==> src/rtl/byte_striping_n_pkg.sv <==
// Shared helpers for the N-lane byte striper: lane slicing, pointer sizing
// and parameter legality.
package byte_striping_n_pkg;

   function automatic int ptr_w(input int lanes);
      return $clog2(lanes);
   endfunction

   function automatic int lane_lo(input int i, input int width);
      return i * width;
   endfunction

   function automatic bit lanes_legal(input int lanes);
      return (lanes >= 2) && (lanes <= 8) && ((lanes & (lanes - 1)) == 0);
   endfunction

endpackage

==> src/rtl/byte_striping_n_stripe_stage.sv <==
// Staging registers and fill pointer; decides when a (full or partial) group
// is ready to move into the output register and what it looks like.
module stripe_stage
   import byte_striping_n_pkg::*;
#(
   parameter int WIDTH = 32,
   parameter int LANES = 2
) (
   input  logic                   clk_2f,
   input  logic                   reset_L,
   input  logic                   valid_in,
   input  logic [WIDTH-1:0]       data_in,
   input  logic                   flush,
   input  logic                   slot_free,
   output logic                   in_ready,
   output logic                   load,
   output logic [LANES*WIDTH-1:0] load_data,
   output logic [LANES-1:0]       load_mask
);

   localparam int PTR_W = ptr_w(LANES);

   logic [PTR_W-1:0] ptr;
   logic [WIDTH-1:0] stage [LANES];
   logic             accept;
   logic             last_lane;
   logic             flush_go;
   logic [PTR_W:0]   fill;

   assign last_lane = (ptr == PTR_W'(LANES - 1));
   assign in_ready  = slot_free || (!last_lane && !flush);
   assign accept    = valid_in && in_ready;
   // A flush is only honoured when the output slot can take the group.
   assign flush_go  = flush && slot_free;
   assign load      = (accept && last_lane) || (flush_go && (ptr != '0 || accept));
   assign fill      = {1'b0, ptr} + (PTR_W+1)'(accept);

   always_comb begin
      load_data = '0;
      load_mask = '0;
      for (int i = 0; i < LANES; i++) begin
         if ((PTR_W+1)'(i) < fill)
            load_mask[i] = 1'b1;
         if (PTR_W'(i) < ptr)
            load_data[lane_lo(i, WIDTH) +: WIDTH] = stage[i];
         else if (PTR_W'(i) == ptr && accept)
            load_data[lane_lo(i, WIDTH) +: WIDTH] = data_in;
      end
   end

   always_ff @(posedge clk_2f or negedge reset_L) begin
      if (!reset_L) begin
         ptr <= '0;
         for (int i = 0; i < LANES; i++)
            stage[i] <= '0;
      end else begin
         if (accept)
            stage[ptr] <= data_in;
         if (load)
            ptr <= '0;
         else if (accept)
            ptr <= ptr + PTR_W'(1);
      end
   end

endmodule

==> src/rtl/byte_striping_n.sv <==
// N-lane round-robin byte striper: stages input words, presents complete or
// flushed groups on all lanes with a valid/ready handshake, counts groups.
module byte_striping_n
   import byte_striping_n_pkg::*;
#(
   parameter int WIDTH = 32,
   parameter int LANES = 2,
   parameter int CNT_W = 16
) (
   input  logic                   clk_2f,
   input  logic                   reset_L,
   input  logic                   valid_in,
   input  logic [WIDTH-1:0]       data_in,
   output logic                   in_ready,
   input  logic                   flush,
   output logic [LANES*WIDTH-1:0] lane_data,
   output logic [LANES-1:0]       lane_valid,
   input  logic                   out_ready,
   output logic [CNT_W-1:0]       group_count
);

   if (!lanes_legal(LANES) || WIDTH < 1) begin : g_bad_params
      $error("byte_striping_n: LANES must be a power of two in 2..8 and WIDTH >= 1");
   end

   logic                   out_full;
   logic                   slot_free;
   logic                   load;
   logic [LANES*WIDTH-1:0] load_data;
   logic [LANES-1:0]       load_mask;

   assign out_full  = |lane_valid;
   assign slot_free = !out_full || out_ready;

   stripe_stage #(
      .WIDTH (WIDTH),
      .LANES (LANES)
   ) u_stage (
      .clk_2f    (clk_2f),
      .reset_L   (reset_L),
      .valid_in  (valid_in),
      .data_in   (data_in),
      .flush     (flush),
      .slot_free (slot_free),
      .in_ready  (in_ready),
      .load      (load),
      .load_data (load_data),
      .load_mask (load_mask)
   );

   // A new group may load on the same edge the previous one drains.
   always_ff @(posedge clk_2f or negedge reset_L) begin
      if (!reset_L) begin
         lane_data   <= '0;
         lane_valid  <= '0;
         group_count <= '0;
      end else begin
         if (load) begin
            lane_data  <= load_data;
            lane_valid <= load_mask;
            if (group_count != '1)
               group_count <= group_count + CNT_W'(1);
         end else if (out_full && out_ready) begin
            lane_valid <= '0;
         end
      end
   end

endmodule
==> config.mk <==
export PLATFORM = sky130hd
export DESIGN_NAME = byte_striping_n
export DESIGN_NICKNAME = d
export VERILOG_FILES = /design/src/rtl/byte_striping_n_pkg.sv /design/src/rtl/byte_striping_n_stripe_stage.sv /design/src/rtl/byte_striping_n.sv
export SDC_FILE = /design/constraint.sdc
export NUM_CORES = 1
export LEC_CHECK = 0
export ABC_CLOCK_PERIOD_IN_PS = 4500
export BUFFER_PORTS_ARGS = -buffer_cell sky130_fd_sc_hd__buf_2
export CORE_ASPECT_RATIO = 1.4
export CORE_MARGIN = 4
export CORE_UTILIZATION = 55
export DETAILED_ROUTE_END_ITERATION = 8
export MAX_ROUTING_LAYER = met4
export PLACE_DENSITY = 0.93
export RECOVER_POWER = 100
export REMOVE_ABC_BUFFERS = 1
export SLEW_MARGIN = 20
export SYNTH_ARGS = -nofsm -noshare
export SYNTH_HDL_FRONTEND = slang
export SYNTH_SLANG_ARGS = --single-unit
==> constraint.sdc <==
create_clock -name clk_2f -period 4.5 [get_ports clk_2f]
set_input_delay 0 -clock clk_2f [delete_from_list [all_inputs] [get_ports clk_2f]]
set_output_delay 0 -clock clk_2f [all_outputs]
set_load 0.01 [all_outputs]
## Word-level counts from Yosys, hierarchy flattened

Index checks and enable logic that the tools add are counted.
W data, S select, Z words.

| operators by class | value |
|---|---|
| $add $sub $neg | 3 |
| order comparisons | 6 |
| equality and inequality tests | 1 |
| multiplexer cells | 13 |
| bitwise logic cells | 2 |
| reductions and logical operators | 19 |

Operators by type and width:

| cell | number |
|---|---|
| $mux W32 | 5 |
| $bwmux W64 | 1 |
| $demux W32 S1 | 1 |
| $add A16 B1 Y16 const B | 1 |
| $ne A16 B16 Y1 const B | 1 |
| $logic_and A1 B1 Y1 | 8 |
| $logic_or A1 B1 Y1 | 4 |
| $lt A1 B2 Y1 const A | 2 |
| $mux W1 | 4 |
| $mux W2 | 2 |
| $reduce_bool A2 Y1 | 2 |
| $logic_not A1 Y1 | 3 |
| $add A1 B1 Y2 | 1 |
| $ge A2 B2 Y1 const B | 1 |
| $lt A1 B1 Y1 const A | 2 |
| $lt A2 B1 Y1 const B | 1 |
| $not A1 Y2 | 1 |
| $reduce_and A2 Y1 | 1 |
| $reduce_or A2 Y1 | 1 |
| $add A1 B1 Y1 const B | 1 |
| $not A1 Y1 | 1 |

| word-level totals | value |
|---|---|
| register bits | 147 |
| input port bits | 37 |
| output and inout bits | 83 |
| word-level logic and storage cells | 50 |

## Longest topological paths before layout

Gate-level depths: netlist of run 1.

| logic depth | value |
|---|---|
| depth in word-level cells | 9 |
| mapped depth | 7 |
| depth with buffers taken out | 5 |

## Modules after synthesis

Synthesis of run 1 repeated with hierarchy kept, for this count alone.

| unflattened totals | value |
|---|---|
| cells, all modules | 372 |
| area, all modules | 5,217.5 sq um |

By module, submodules not included:

| module | times used | cells each | area an instance (sq um) | sequential area each (sq um) |
|---|---|---|---|---|
| byte_striping_n | 1 | 217 | 3,234.4 | 2,052.0 |
| stripe_stage | 1 | 155 | 1,983.2 | 825.8 |

## Worst setup path after synthesis of run 1

OpenSTA, ideal clock, no wires.

| path | value |
|---|---|
| kind | reg2reg |
| start point | reg group_count[0] |
| end point | reg group_count[1] |
| library setup time | 125 ps |
| arrival time | 1,725 ps |
| required time | 4,375 ps |
| slack | 2,651 ps |
| cell stages (with the launch flop) | 7 |
| path buffers | 1 |
| period minus slack after synthesis | 1,849 ps |
| cells stage by stage | dfrtp_1 > ha_1 > and3_1 > and4bb_2 > buf_4 > nor2_1 > mux2_2 |

| between the ends | value |
|---|---|
| longest elaborated chain between the ends | 2 |
| elaborated cells on any way between the ends | 3 |
| classes of those cells | 1 x add/sub; 1 x eq/ne; 1 x reduce/logical |

Ends and longest elaborated chain:

| element | line | source |
|---|---|---|
| start, declared | byte_striping_n.sv:19 | `output logic [CNT_W-1:0] group_count` |
| start signal, assigned | byte_striping_n.sv:62 | `group_count <= group_count + CNT_W'(1);` |
| branches (longest 2 deep; another with $add A16 B1 Y16) | n/a |  |

Several ways; the timed one is not identified.
A chain may end at the register's enable or synchronous reset.

## Worst setup path after layout of run 1

| path | value |
|---|---|
| start point | reg u_stage.ptr (netlist: u_stage.last_lane) |
| end point | reg lane_data[42] |

| between the ends | value |
|---|---|
| longest elaborated chain between the ends | 7 |
| elaborated cells on any way between the ends | 11 |
| classes of those cells | 1 x order compare; 2 x mux; 8 x reduce/logical |

Ends and longest elaborated chain:

| element | line | source |
|---|---|---|
| start, declared | byte_striping_n_stripe_stage.sv:23 | `logic [PTR_W-1:0] ptr;` |
| start signal, assigned | byte_striping_n_stripe_stage.sv:62 | `ptr <= ptr + PTR_W'(1);` |
| $logic_not A1 Y1 | byte_striping_n_stripe_stage.sv:31 | `assign in_ready = slot_free \|\| (!last_lane && !flush);` |
| $logic_and A1 B1 Y1 | byte_striping_n_stripe_stage.sv:31 |  |
| $logic_or A1 B1 Y1 | byte_striping_n_stripe_stage.sv:31 |  |
| $logic_and A1 B1 Y1 | byte_striping_n_stripe_stage.sv:32 | `assign accept = valid_in && in_ready;` |
| $logic_and A1 B1 Y1 or $logic_or A1 B1 Y1 (tied branches) | byte_striping_n_stripe_stage.sv:35, byte_striping_n_stripe_stage.sv:46 |  |
| $mux W32 or $logic_and A1 B1 Y1 (tied branches) | byte_striping_n_stripe_stage.sv:46, byte_striping_n_stripe_stage.sv:35 |  |
| $mux W32 or $logic_or A1 B1 Y1 (tied branches) | byte_striping_n_stripe_stage.sv:44, byte_striping_n_stripe_stage.sv:35 |  |
| end signal, assigned | byte_striping_n.sv:59 | `lane_data <= load_data;` |
| end, declared | byte_striping_n.sv:16 | `output logic [LANES*WIDTH-1:0] lane_data,` |

Several ways; a longest one is shown, not always the timed one.

==> run_results.csv, run 1 <==
group,metric,value,unit
status,outcome,"finished with violations",
status,failed_checks,"max-capacitance violations, max-slew violations",
logic_synthesis,synthTopCellsByArea,"dfrtp_1 61%, mux2_2 7.9%, a22o_1 6.0%",
run,maxCapViolCount,1,
logic_synthesis,yosys_warnings,0,
timing,maxSlewHeadroom,-1.36,%
clock_tree,path_clk_slew,50,ps
logic_synthesis,synth-seq-cells,115,
logic_synthesis,synth_cell_types,31,
route,firstDrtPassIters,5,
floorplan,start_util,57.0,%
placement,dp_hpwl,7410,um
grt,antenna_found_initial,0,
critical_path,startpoint_type,"register",
grt,grt_max_degree,113,
timing,setup_viol,0,
floorplan,die_height,117,um
timing,whs,230,ps
pwr,p_per_area,610,nW/um2
finish,regArea,2880,um2
finish,final_util,74.5,%
route,avgRoutedWirePerCell,18.9,um
clock_tree,cts_buffers,17,
finish,final_nets,560,
critical_path,r2r_end,"lane_data[42]",
timing,tightest_slew,1520,ps
finish,fillers,572,
placement,dpl_cell_area,5300,um2
floorplan,die_w,86.2,um
logic_synthesis,synth_top_area_cell,"dfrtp_1",
placement,io_buffer_count,119,
clock_tree,cts_tree,"yes",
finish,post_route_cells_drive_above_1_share,18.9,%
route,wl,12100,um
logic_synthesis,synth_area,4700,um2
floorplan,coreArea,8250,um2
logic_synthesis,netlist_instances,370,
route,ant_nets,0,
finish,stdcell_count,637,
finish,stdcell_area,6140,um2
grt,grt_pass1_wl,19800,um
timing,fin_tns_setup,0,ps
pwr,power,3.75,mW
clock_tree,htreeDepth,4,
critical_path,r2r_slack,1130,ps
grt,grt_overflow,0,
logic_synthesis,synth_top_area_share,61.2,%
route,drc,0,
critical_path,rr_worst_depth,4,
worst_hold_path,hold_path.class,"in2async",
placement,globalplace.congestion,0.789,
route,vias,3675,
logic_synthesis,postSynthAreaPerCell,12.7,um2
timing,rsz0062_at_grt,"no",
route,routed_via_density,5.77,
timing,post-route-period-util,74.8,%
clock_tree,clock_sinks,115,
clock_tree,clockBufferDepth,2,
timing,fin_worst_skew,6.18,ps
timing,fmax,297,MHz
floorplan,fp-row-count,39,
clock_tree,cts_resized,0,
placement,pre_cts_ws,1920,ps
placement,dpl.cell_count,569,
grt,grt_pass1_vias,3890,
critical_path,r2r_start,"u_stage.last_lane",
route,dr.first_iter.drc_count,336,
timing,fin_ws,1130,ps
clock_tree,clock-root-buffer,"clkbuf_16",
pwr,p_leak,2.79,nW
timing,slew_viol_final,35,
timing,hold_viol,0,
finish,areaGrowthSynthToFinish,30.6,%
critical_path,critPathArrivalTime,3700,ps
critical_path,path_max_fanout,24,
critical_path,worst-setup-path-type,"reg2reg",
floorplan,ios,120,
critical_path,cp.required,4830,ps
finish,diodes,0,
logic_synthesis,ys_seq_area_share,61.2,%
pwr,ir_drop,0.411,mV
floorplan,die_area,10100,um2
critical_path,critical_path.endpoint_type,"register",
finish,final_common_cell,"dfrtp_1",
grt,track_usage,26.0,%
finish,final_cell_mix,"115 x dfrtp_1, 88 x clkbuf_1, 39 x nand2_1",
clock_tree,insertion_delay,410,ps
timing,period_needed,3370,ps
finish,multiInputGateArea,1610,um2
## sequential cells by signal, summed over array words and instances (netlist names)
register	count
lane_data	64
u_stage.stage	32
group_count	16
lane_valid	2
u_stage.last_lane	1
## synth_stat cells
library cell	number
dfrtp_1	115
nand2_1	39
mux2_2	33
a22o_1	32
a22oi_1	32
o21ai_0	23
xor2_1	14
o21ai_1	13
clkbuf_1	10
buf_2	8
buf_6	7
and3_1	5
nand3_1	5
nor4_1	5
nor3_1	4
inv_1	3
nor4b_2	3
a21o_1	2
buf_4	2
nand4_1	2
nor2_1	2
o31ai_1	2
a211oi_4	1
and4_1	1
and4bb_2	1
ha_1	1
nor3b_2	1
o211ai_1	1
o21ba_2	1
or3_1	1
xnor2_1	1
## logic make-up after synthesis
| logic type | Yosys count | share of synthesized area (%) |
|---|---|---|
| flops | 115 | 61.2 |
| fa+ha+maj | 1 | 0.266 |
| buf+inv | 30 | 3.88 |
| simple gates | 69 | 7.63 |
| xor+xnor | 15 | 2.79 |
| mux | 33 | 7.90 |
| compound gates | 107 | 16.3 |
## layout make-up
class	instances	area share, %
clock buffers	22	7.88
well taps	102	2.08
flip-flops and latches	115	46.8
clock inverters	10	2.48
repair buffers	160	14.3
inverters	3	0.183
multi-input cells	225	26.3
## worst max path at each step
stage	start	to	depth (start not counted)
6_report	u_stage.last_lane	lane_data[42]	4
4_1_cts	u_stage.last_lane	group_count[1]	5
3_5_place_dp	u_stage.last_lane	group_count[1]	5
3_3_place_gp	u_stage.last_lane	group_count[1]	5
2_1_floorplan	u_stage.last_lane	group_count[1]	4
5_1_grt	u_stage.last_lane	lane_data[42]	4
## worst max-delay path: stages (launching register included)
cell and delay [ps]:
dfrtp_1 680, clkbuf_1 810, and3_1 840, clkbuf_1 660, a22o_1 280
## power breakdown
part | internal, mW | switching, mW
Clock | 0.979 | 0.453
Combinational | 0.331 | 0.460
Sequential | 1.32 | 0.206
## repair_timing
action,4_1_cts,5_1_grt
buffers inserted,0,0
hold endpoints to repair,164,0
hold buffers,36,0
## metal layers
| layer | track usage, % | share of wire (%) | vias to the layer above |
|---|---|---|---|
| met3 | 6.52 | 6.8 | 44 |
| met2 | 41.4 | 53 | 169 |
| met4 | 14.5 | 3.9 | 0 |
| li1 | - | - | 1661 |
| met5 | - | 0 | - |
| met1 | 29.7 | 37 | 1801 |
No activity file was read; power rests on OpenSTA's default activity.
==> run 2, diff against run 1 <==
--- a/config.mk
+++ b/config.mk
@@ -5,14 +5,14 @@
 export SDC_FILE = /design/constraint.sdc
 export NUM_CORES = 1
 export LEC_CHECK = 0
-export ABC_CLOCK_PERIOD_IN_PS = 4500
+export ABC_CLOCK_PERIOD_IN_PS = 3300
 export BUFFER_PORTS_ARGS = -buffer_cell sky130_fd_sc_hd__buf_2
 export CORE_ASPECT_RATIO = 1.4
 export CORE_MARGIN = 4
-export CORE_UTILIZATION = 55
+export CORE_UTILIZATION = 53
 export DETAILED_ROUTE_END_ITERATION = 8
 export MAX_ROUTING_LAYER = met4
-export PLACE_DENSITY = 0.93
+export PLACE_DENSITY = 0.91
 export RECOVER_POWER = 100
 export REMOVE_ABC_BUFFERS = 1
 export SLEW_MARGIN = 20
==> constraint.sdc (replaced) <==
create_clock -name clk_2f -period 3.3 [get_ports clk_2f]
set_input_delay 0 -clock clk_2f [delete_from_list [all_inputs] [get_ports clk_2f]]
set_output_delay 0 -clock clk_2f [all_outputs]
set_load 0.01 [all_outputs]
==> run 2 against run 1 <==
Against the previous run:
- the run still ends with max-capacitance violations, max-slew violations left
- register-to-register slack got worse by 470 ps
- die area rose by 3.5%
- maximum frequency is 28% higher
- power up 29%
- critical path depth is 1 higher
- non-clock buffer count increased by 1
- critical endpoint is now lane_data[22]
- largest cell class unchanged
- highest routed layer unchanged
==> run_results.csv, run 2 (synthesized netlist as in run 1, its figures left out) <==
group,metric,value,unit
critical_path,crit_path_start,"u_stage.last_lane",
critical_path,path_max_fanout,40,
status,outcome,"finished with violations",
clock_tree,clockBufferDepth,2,
route,firstDrtPassIters,5,
finish,post_route_cells_drive_above_1_share,18.9,%
finish,areaGrowthSynthToFinish,29.2,%
route,wl,11500,um
clock_tree,cts_buffers,17,
grt,grt_pass1_wl,18600,um
clock_tree,clock-root-buffer,"clkbuf_16",
timing,fmax,379,MHz
clock_tree,insertion_delay,410,ps
clock_tree,clock_sinks,115,
timing,maxSlewHeadroom,-16.0,%
critical_path,r2r_slack,660,ps
timing,fin_worst_skew,9.42,ps
floorplan,die_height,119,um
finish,reg_top3,"lane_data: 64 flops, u_stage.stage: 32 flops, group_count: 16 flops",
critical_path,cp.required,3510,ps
critical_path,critical_path_buf_inv_count,2,
critical_path,critical_path.endpoint_type,"register",
placement,globalplace.congestion,0.840,
grt,grt_max_degree,116,
route,dr.first_iter.drc_count,211,
timing,post-route-period-util,79.9,%
finish,final_nets,561,
placement,pre_cts_ws,1250,ps
critical_path,startpoint_type,"register",
critical_path,rr_worst_depth,5,
route,routed_via_density,5.74,
route,ant_nets,0,
route,drc,0,
timing,slew_viol_final,34,
finish,top_register,"lane_data",
timing,rsz0062_at_grt,"no",
floorplan,coreArea,8610,um2
worst_hold_path,hold_path.class,"in2async",
timing,whs,282,ps
timing,setup_viol,0,
route,vias,3665,
grt,antenna_found_initial,0,
floorplan,die_area,10500,um2
pwr,p_leak,2.75,nW
floorplan,fp-row-count,40,
clock_tree,cts_setup_buffers,0,
finish,final_util,70.6,%
timing,period_needed,2640,ps
timing,fin_ws,664,ps
clock_tree,cts_tree,"yes",
placement,io_buffer_count,119,
pwr,power,4.82,mW
pwr,p_per_area,793,nW/um2
critical_path,worst_path_max_delay_cell,"clkbuf_1",
floorplan,start_util,54.6,%
grt,track_usage,23.8,%
floorplan,die_w,87.6,um
finish,final_common_cell,"dfrtp_1",
floorplan,ios,120,
placement,dp_hpwl,7040,um
timing,hold_viol,0,
run,maxCapViolCount,1,
grt,grt_overflow,0,
critical_path,r2r_end,"lane_data[22]",
finish,final_cell_mix,"115 x dfrtp_1, 90 x clkbuf_1, 39 x nand2_1",
clock_tree,htreeDepth,4,
finish,diodes,0,
finish,largest_register_ffs,64,
timing,tightest_slew,1740,ps
status,failed_checks,"max-capacitance violations, max-slew violations",
critical_path,path_delay_family,"buffers and inverters",
critical_path,critPathArrivalTime,2850,ps
pwr,ir_drop,0.539,mV
critical_path,r2r_start,"u_stage.last_lane",
critical_path,cpPeakStageDelay,1290,ps
timing,fin_tns_setup,0,ps
critical_path,worst-setup-path-type,"reg2reg",
route,avgRoutedWirePerCell,18.0,um
critical_path,worstPathCellList,"clkbuf_1 -> a211oi_4 -> buf_4 -> a22oi_1 -> o21ai_0",
grt,grt_pass1_vias,3773,
clock_tree,path_clk_slew,50,ps
[run 2: worst max-delay path by stage]
stage	end	cells past startpoint
2_1_floorplan	group_count[1]	4
3_3_place_gp	lane_data[24]	4
3_5_place_dp	lane_data[15]	4
4_1_cts	lane_data[15]	4
5_1_grt	lane_data[22]	5
6_report	lane_data[22]	5
[run 2: per-stage QoR]
step / std cells / instance area (um2)
2_1_floorplan: 343 / 4530
3_3_place_gp: 573 / 5330
3_5_place_dp: 573 / 5330
4_1_cts: 639 / 6220
5_1_grt: 639 / 6080
6_report: 639 / 6080
[run 2: layout make-up]
type / instances / area (um2)
timing repair buffer: 161 / 901
clock buffer: 24 / 482
fill: 626 / 2530
sequential: 115 / 2880
clock inverter: 6 / 55.1
inverter: 3 / 11.3
tap: 105 / 131
multi-input combinational: 225 / 1620
[run 2: timing repair]
item                      CTS  global route
hold buffers               36             0
resized for setup           0             0
hold endpoints to repair  214             0
[run 2: per-layer routing]
| metal | wire length, um | share of wire (%) | up-vias | GRT usage [%] |
|---|---|---|---|---|
| met5 | 0 | 0 | - | - |
| met4 | 329 | 2.9 | 0 | 12.8 |
| met3 | 600 | 5.2 | 26 | 5.67 |
| met2 | 6070 | 53 | 153 | 37.4 |
| met1 | 4520 | 39 | 1830 | 28.0 |
| li1 | - | - | 1656 | - |
[run 2: power breakdown]
part	leakage (nW)	internal (mW)	switching, mW	total (mW)
registers	1.45	1.80	0.280	2.08
logic	1.03	0.457	0.629	1.09
clock network	0.269	1.08	0.581	1.66
[run 2: tightest hold or removal path, cell delays in order]
cell and delay (ps):
dlygate4sd3_1 520, clkbuf_1 140, buf_12 480
